### src/rtl/uart_program_loader.sv
// uart_program_loader: assembles UART bytes into instruction words, writes them
// sequentially into instruction memory, stops on a HALT opcode or a full memory,
// and reports each written word index back through the UART transmitter.
module uart_program_loader #(
    parameter int                DATA_WIDTH      = 32,
    parameter int                DATA_WIDTH_UART = 8,
    parameter int                ADDR_WIDTH      = 5,
    parameter int                SIZEOP          = 6,
    parameter logic [SIZEOP-1:0] HALT_OPCODE     = 6'b111111,
    parameter int                MSB_FIRST       = 0,
    parameter int                TIMEOUT_CYCLES  = 4096,
    parameter int                ECHO_EN         = 1
) (
    input  logic                       i_clock,
    input  logic                       i_reset,
    input  logic [DATA_WIDTH_UART-1:0] i_rx_byte,
    input  logic                       i_rx_done,
    input  logic                       i_tx_available,
    input  logic                       i_restart,
    output logic [DATA_WIDTH_UART-1:0] o_tx_byte,
    output logic                       o_tx_signal,
    output logic                       o_wr_en,
    output logic [ADDR_WIDTH-1:0]      o_wr_addr,
    output logic [DATA_WIDTH-1:0]      o_wr_data,
    output logic [ADDR_WIDTH:0]        o_word_count,
    output logic                       o_load_done,
    output logic                       o_overflow,
    output logic                       o_frame_err
);

    localparam int BPW   = DATA_WIDTH / DATA_WIDTH_UART;
    localparam int BC_W  = (BPW > 1) ? $clog2(BPW) : 1;
    localparam int TMO_W = $clog2(TIMEOUT_CYCLES + 1);
    localparam int CNT_W = ADDR_WIDTH + 1;

    localparam logic [BC_W-1:0]       LAST_POS  = BC_W'(BPW - 1);
    localparam logic [TMO_W-1:0]      TMO_LAST  = TMO_W'(TIMEOUT_CYCLES - 1);
    localparam logic [ADDR_WIDTH-1:0] ADDR_LAST = '1;
    // Position reached after byte 0 has been stored (wraps to 0 for one-byte words)
    localparam logic [BC_W-1:0]       POS_ONE   = (BPW > 1) ? BC_W'(1) : '0;

    typedef enum logic [1:0] {IDLE, ASSEMBLE, WRITE, DONE} state_t;

    state_t                     state_q, state_d;
    logic [ADDR_WIDTH-1:0]      addr_q, addr_d;
    logic [CNT_W-1:0]           cnt_q, cnt_d;
    logic [BC_W-1:0]            byte_cnt_q, byte_cnt_d;
    logic [DATA_WIDTH-1:0]      word_q, word_d;
    logic [TMO_W-1:0]           tmo_q, tmo_d;
    logic                       done_q, done_d;
    logic                       ovf_q, ovf_d;
    logic                       ferr_q, ferr_d;
    logic                       ack_pend_q, ack_pend_d;
    logic [DATA_WIDTH_UART-1:0] ack_val_q, ack_val_d;
    logic [DATA_WIDTH_UART-1:0] tx_byte_q, tx_byte_d;
    logic                       tx_sig_q, tx_sig_d;
    logic                       is_halt;

    // Drop a byte into word w at byte position pos, honouring the byte order
    function automatic logic [DATA_WIDTH-1:0] place_byte(
        input logic [DATA_WIDTH-1:0]      w,
        input logic [BC_W-1:0]            pos,
        input logic [DATA_WIDTH_UART-1:0] b
    );
        logic [DATA_WIDTH-1:0] r;
        int                    lo;
        r = w;
        if (MSB_FIRST != 0) lo = DATA_WIDTH - DATA_WIDTH_UART * (int'(pos) + 1);
        else                lo = DATA_WIDTH_UART * int'(pos);
        r[lo +: DATA_WIDTH_UART] = b;
        return r;
    endfunction

    assign is_halt = (word_q[DATA_WIDTH-1 -: SIZEOP] == HALT_OPCODE);

    // FSM state register
    always_ff @(posedge i_clock or posedge i_reset) begin
        if (i_reset) state_q <= IDLE;
        else         state_q <= state_d;
    end

    // Datapath, counters, flags and acknowledge registers
    always_ff @(posedge i_clock or posedge i_reset) begin
        if (i_reset) begin
            addr_q     <= '0;
            cnt_q      <= '0;
            byte_cnt_q <= '0;
            word_q     <= '0;
            tmo_q      <= '0;
            done_q     <= 1'b0;
            ovf_q      <= 1'b0;
            ferr_q     <= 1'b0;
            ack_pend_q <= 1'b0;
            ack_val_q  <= '0;
            tx_byte_q  <= '0;
            tx_sig_q   <= 1'b0;
        end else begin
            addr_q     <= addr_d;
            cnt_q      <= cnt_d;
            byte_cnt_q <= byte_cnt_d;
            word_q     <= word_d;
            tmo_q      <= tmo_d;
            done_q     <= done_d;
            ovf_q      <= ovf_d;
            ferr_q     <= ferr_d;
            ack_pend_q <= ack_pend_d;
            ack_val_q  <= ack_val_d;
            tx_byte_q  <= tx_byte_d;
            tx_sig_q   <= tx_sig_d;
        end
    end

    // Next-state logic: byte assembly, write, timeout, acknowledge and restart
    always_comb begin
        state_d    = state_q;
        addr_d     = addr_q;
        cnt_d      = cnt_q;
        byte_cnt_d = byte_cnt_q;
        word_d     = word_q;
        tmo_d      = tmo_q;
        done_d     = done_q;
        ovf_d      = ovf_q;
        ferr_d     = 1'b0;
        ack_pend_d = ack_pend_q;
        ack_val_d  = ack_val_q;
        tx_byte_d  = tx_byte_q;
        tx_sig_d   = 1'b0;

        // Hand the pending ack to the transmitter as soon as it is idle
        if (ack_pend_q && i_tx_available) begin
            tx_sig_d   = 1'b1;
            tx_byte_d  = ack_val_q;
            ack_pend_d = 1'b0;
        end

        case (state_q)
            IDLE: begin
                if (i_rx_done) begin
                    word_d     = place_byte('0, '0, i_rx_byte);
                    byte_cnt_d = POS_ONE;
                    tmo_d      = '0;
                    state_d    = (BPW == 1) ? WRITE : ASSEMBLE;
                end
            end
            ASSEMBLE: begin
                // A byte arriving on the expiry cycle wins over the timeout
                if (i_rx_done) begin
                    word_d = place_byte(word_q, byte_cnt_q, i_rx_byte);
                    tmo_d  = '0;
                    if (byte_cnt_q == LAST_POS) begin
                        byte_cnt_d = '0;
                        state_d    = WRITE;
                    end else begin
                        byte_cnt_d = byte_cnt_q + BC_W'(1);
                    end
                end else if (tmo_q == TMO_LAST) begin
                    ferr_d     = 1'b1;
                    word_d     = '0;
                    byte_cnt_d = '0;
                    tmo_d      = '0;
                    state_d    = IDLE;
                end else begin
                    tmo_d = tmo_q + TMO_W'(1);
                end
            end
            WRITE: begin
                addr_d     = addr_q + ADDR_WIDTH'(1);
                cnt_d      = cnt_q + CNT_W'(1);
                ack_pend_d = (ECHO_EN != 0);
                ack_val_d  = DATA_WIDTH_UART'(addr_q);
                if (is_halt) begin
                    done_d  = 1'b1;
                    state_d = DONE;
                end else if (addr_q == ADDR_LAST) begin
                    done_d  = 1'b1;
                    ovf_d   = 1'b1;
                    state_d = DONE;
                end else if (i_rx_done) begin
                    // Back-to-back byte becomes byte 0 of the next word
                    word_d     = place_byte('0, '0, i_rx_byte);
                    byte_cnt_d = POS_ONE;
                    tmo_d      = '0;
                    state_d    = (BPW == 1) ? WRITE : ASSEMBLE;
                end else begin
                    state_d = IDLE;
                end
            end
            DONE: begin
                state_d = DONE;
            end
            default: state_d = IDLE;
        endcase

        if (i_restart) begin
            state_d    = IDLE;
            addr_d     = '0;
            cnt_d      = '0;
            byte_cnt_d = '0;
            word_d     = '0;
            tmo_d      = '0;
            done_d     = 1'b0;
            ovf_d      = 1'b0;
            ferr_d     = 1'b0;
            ack_pend_d = 1'b0;
            tx_sig_d   = 1'b0;
        end
    end

    assign o_wr_en      = (state_q == WRITE);
    assign o_wr_addr    = addr_q;
    assign o_wr_data    = word_q;
    assign o_word_count = cnt_q;
    assign o_load_done  = done_q;
    assign o_overflow   = ovf_q;
    assign o_frame_err  = ferr_q;
    assign o_tx_byte    = tx_byte_q;
    assign o_tx_signal  = tx_sig_q;

endmodule
### config.mk
export PLATFORM = sky130hd
export DESIGN_NAME = uart_program_loader
export DESIGN_NICKNAME = d
export VERILOG_FILES = /design/src/rtl/uart_program_loader.sv
export SDC_FILE = /design/constraint.sdc
export NUM_CORES = 1
export LEC_CHECK = 0
export CAP_MARGIN = 25
export CORE_MARGIN = 1.5
export CORE_UTILIZATION = 30
export CTS_CLUSTER_DIAMETER = 40
export DETAILED_ROUTE_END_ITERATION = 10
export GPL_ROUTABILITY_DRIVEN = 0
export GPL_TIMING_DRIVEN = 1
export PLACE_DENSITY = 0.58
export SYNTH_ARGS = -nofsm -noshare
export SYNTH_HDL_FRONTEND = slang
export SYNTH_SLANG_ARGS = --single-unit
### constraint.sdc
create_clock -name i_clock -period 2.5 [get_ports i_clock]
set_clock_uncertainty 0.1 [all_clocks]
set_input_delay 0.5 -clock i_clock [delete_from_list [all_inputs] [get_ports i_clock]]
set_output_delay 0.5 -clock i_clock [all_outputs]
set_load 0.005 [all_outputs]
==> results of run 1 <==
[cell type report]
type                       instances  area [sq um]  share of cell area [%]
timing repair buffer              83         798.3                   17.10
tap                              140         175.2                   3.753
sequential                        75          1877                   40.21
clock inverter                     3         68.82                   1.475
multi-input combinational        204          1451                   31.10
inverter                           6         26.28                  0.5630
clock buffer                      13         270.3                   5.791
[critical path, cell delays in order, from the launching register on]
cell      delay, ns
dfrtp_1        0.38
ha_1           0.21
and3_1         0.18
ha_1           0.22
a31oi_1        0.15
buf_4          0.14
a311o_4        0.33
o211ai_4       0.17
a22o_1         0.27
[layer usage]
layer  routed length [um]  vias to the layer above  part of all wire (%)
li1                     -                     1247                     -
met1                 3784                     1303                    46
met2                 3832                       76                    47
met3                  462                        9                   5.7
met4                   67                        0                  0.82
met5                    0                        -                     0
[path summary, 6_finish.rpt]
kind	from	end	slack, ns	cells after the start
setup / recovery	o_wr_addr[0]	o_wr_data[7]	0.25	8
hold / removal	ack_val_q[1]	ack_val_q[1]	0.37	2
setup reg to reg	o_wr_addr[0]	o_wr_data[7]	0.25	8
hold reg to reg	ack_val_q[1]	ack_val_q[1]	0.37	2
max in group asynchronous	i_reset	o_wr_data[2]	1.45	3
min in group asynchronous	i_reset	ack_pend_q	0.52	3
[per-stage QoR]
stage                     std cells  util [%]
final                           524     42.49
after detailed placement        508     39.41
after global routing            524     42.49
after CTS                       524     42.49
after floorplan                 297         -
after global placement          508     39.41
[cell families after synthesis]
kind of cell    after synthesis
fa+ha+maj                    10
xor+xnor                      8
mux                           5
buf+inv                      18
flops                        75
compound gates               83
other cells                   1
simple gates                 95
[registers in the layout (all words and copies together), names as in the netlist, 2 cells and up]
signal	flops
o_word_count	6
tmo_q	13
o_tx_byte	5
byte_cnt_q	2
o_wr_addr	5
ack_val_q	5
o_wr_data	32
state_q	2
[synth_stat cells (2+ instances only)]
| cell type | count | area [sq um] |
|---|---|---|
| dfrtp_1 | 75 | 1877 |
| a22o_1 | 36 | 315.3 |
| nand2_1 | 36 | 135.1 |
| nor2_1 | 24 | 90.09 |
| a21oi_1 | 16 | 80.08 |
| a31oi_1 | 11 | 68.82 |
| ha_1 | 10 | 125.1 |
| o21ai_0 | 9 | 45.04 |
| nand4_1 | 7 | 43.79 |
| nand3_1 | 6 | 30.03 |
| inv_1 | 5 | 18.77 |
| mux2_2 | 5 | 56.30 |
| xor2_1 | 5 | 43.79 |
| buf_4 | 4 | 30.03 |
| o211ai_4 | 4 | 85.08 |
| clkbuf_1 | 3 | 11.26 |
| nand2b_1 | 3 | 18.77 |
| nor3_1 | 3 | 15.01 |
| xnor2_1 | 3 | 26.28 |
| buf_1 | 2 | 7.510 |
| nor4_4 | 2 | 42.54 |
| or2_2 | 2 | 12.51 |
[power by group through the flow]
stage | combinational, mW | clock (mW) | sequential (mW)
2_1_floorplan | 0.153 | 0 | 1.27
3_3_place_gp | 0.261 | 0 | 1.27
3_5_place_dp | 0.267 | 0 | 1.27
4_1_cts | 0.267 | 1.47 | 1.25
5_1_grt | 0.288 | 1.53 | 1.25
6_report | 0.262 | 1.43 | 1.25
==> impl_results.md, run 1 <==
- Xor-xnor portion of the synthesized cell area: under 10%
- Final instance area: about 0.0047 sq mm
- I/O pins: approximately 70
- Worst hold path type: reg -> reg
- Most frequent cells in the layout: 75 x dfrtp_1, 65 x clkdlybuf4s50_1, 36 x nand2_1, 36 x a22o_1, 24 x nor2_1
- Dominant synthesized flop cell: dfrtp_1
- Clock-pin slew on the worst setup and hold paths: 0.05 ns
- DR iter-0 viols: 112
- WHS: 0.3741 ns
- Clock network fraction of design power: between 40 and 50%
- Drc violations: 0
- Rows: 38
- Layout area overhead: 36.03%
- VDD IR max: 0.2756 mV
- GR Util met1: between 10% and 20%
- First-pass GRT wire length: roughly 14,000 um
- Adder-Cell Fraction of Synth Area: 3.647%
- Clock buffer count from CTS: 9
- Initial antenna violation count: 0
- GRT Max-Usage Layer: met2
- Met3 Use GR: 5.157%
- Tmin final: 2.253 ns
- Compound-Gate Fraction of Synth Area: between 10% and 20%
- Clock sinks: 75
- Tot Pwr: slightly below 3 mW
- Dpl cell area: between 0.004 and 0.005 sq mm
- Die Span Y: 109.9 um
- Avg Cell Area, Syn: between 10 and 15 sq um
- Wire per inst: about 16 um
- Dpl ws: a little under 0.08 ns
- CP endpoint kind: register
- Mux contribution to synthesized area: under 10%
- Most common cell after layout, fill and taps aside: dfrtp_1
- Core area: ~0.011 sq mm
- Number of setup buffers added after CTS: 0
- Maximum buffer depth of the clock tree: 2
- Final WL: around 8000 um
- Pwr per Cell Area: 630.4 mW/mm^2
- CTS Hold Bufs: 0
- Seq/Total Area, Yosys: ~55%
- Sw power: ~0.64 mW
- Distinct cells, synth: 46
- Fmax: ~0.44 GHz
- Startpoint Class: register
- Worst EP arrival: ~2.4 ns
- Layout cells sized above 1: ~15%
- Outcome: finished, final reports clean
- Fin. max-slew vios: 0
- Simple-gate area share of the yosys netlist: approximately 15%
- Total global routing track utilization: 14.74%
- GRT overflow: 0
- Die area: between 0.01 and 0.015 sq mm
- CTS root buffer: clkbuf_16
- RSZ-0062 raised after global routing: false
- Post-synthesis cell area: approximately 0.0034 sq mm
- Actual slew at the worst max-slew pin: around 0.63 ns
- Post-synthesis cell count: about 300
- Die W: around 110 um
- Drt via density: 5.029
- Largest family of logic cells by synthesized area: compound AO/OA/AOI/OAI gates
- PortBufs: between 60 and 70
- Max_slew headroom: a little under three fifths
- H-tree Lvls: 3
- DRT Pass-1 Iters: 4
- Yosys reg bits: 75
- Worst Slack Setup Final: about 0.25 ns
- Async S/R FF share, synth: between 90% and 100%
- CTS tree: yes
- Filler Cell Count: about 1.0k
- Hold Vio Cnt, Final: 0
- Syn. warnings: 0
- Logic pwr share: 8.9%
- Largest net degree at the start of global routing: 76
- CP max FO: 8
- Int Pwr: approximately 2.3 mW
- Final Setup Violations: 0
- Antenna Nets Post-Route: 0
- DR vias: around 2.6k
- Flop pwr share: approximately 43%
- Antenna cells: 0
- CP Data Required Time: between 2 and 3 ns
- Post-synth EDFFs: 0
- Switching share of power: approximately 22%
- Skew-Pair Late Insertion Delay: 0.33 ns
- Post-cts resize count: 0
- DP Wirelength: slightly below 6000 um
- Tcrit/Tclk final: approximately nine tenths
- Initial core utilization: a little under a third
- Leakage: 2.079 nW
- TNS Setup: 0 ns
- Nets: approximately 400
- Max_cap viols: 0
- Crit Path Class: reg -> reg
- Grt met2 use: 23.47%
- Vias in the first global route: ~2.6k
(Power assumes the default switching activity.)
==> run 2: changes to the inputs <==
CTS_CLUSTER_SIZE = 14   (was unset)
==> results of run 2 <==
No change in the layout: final DEF, timing and power equal those of run 1.
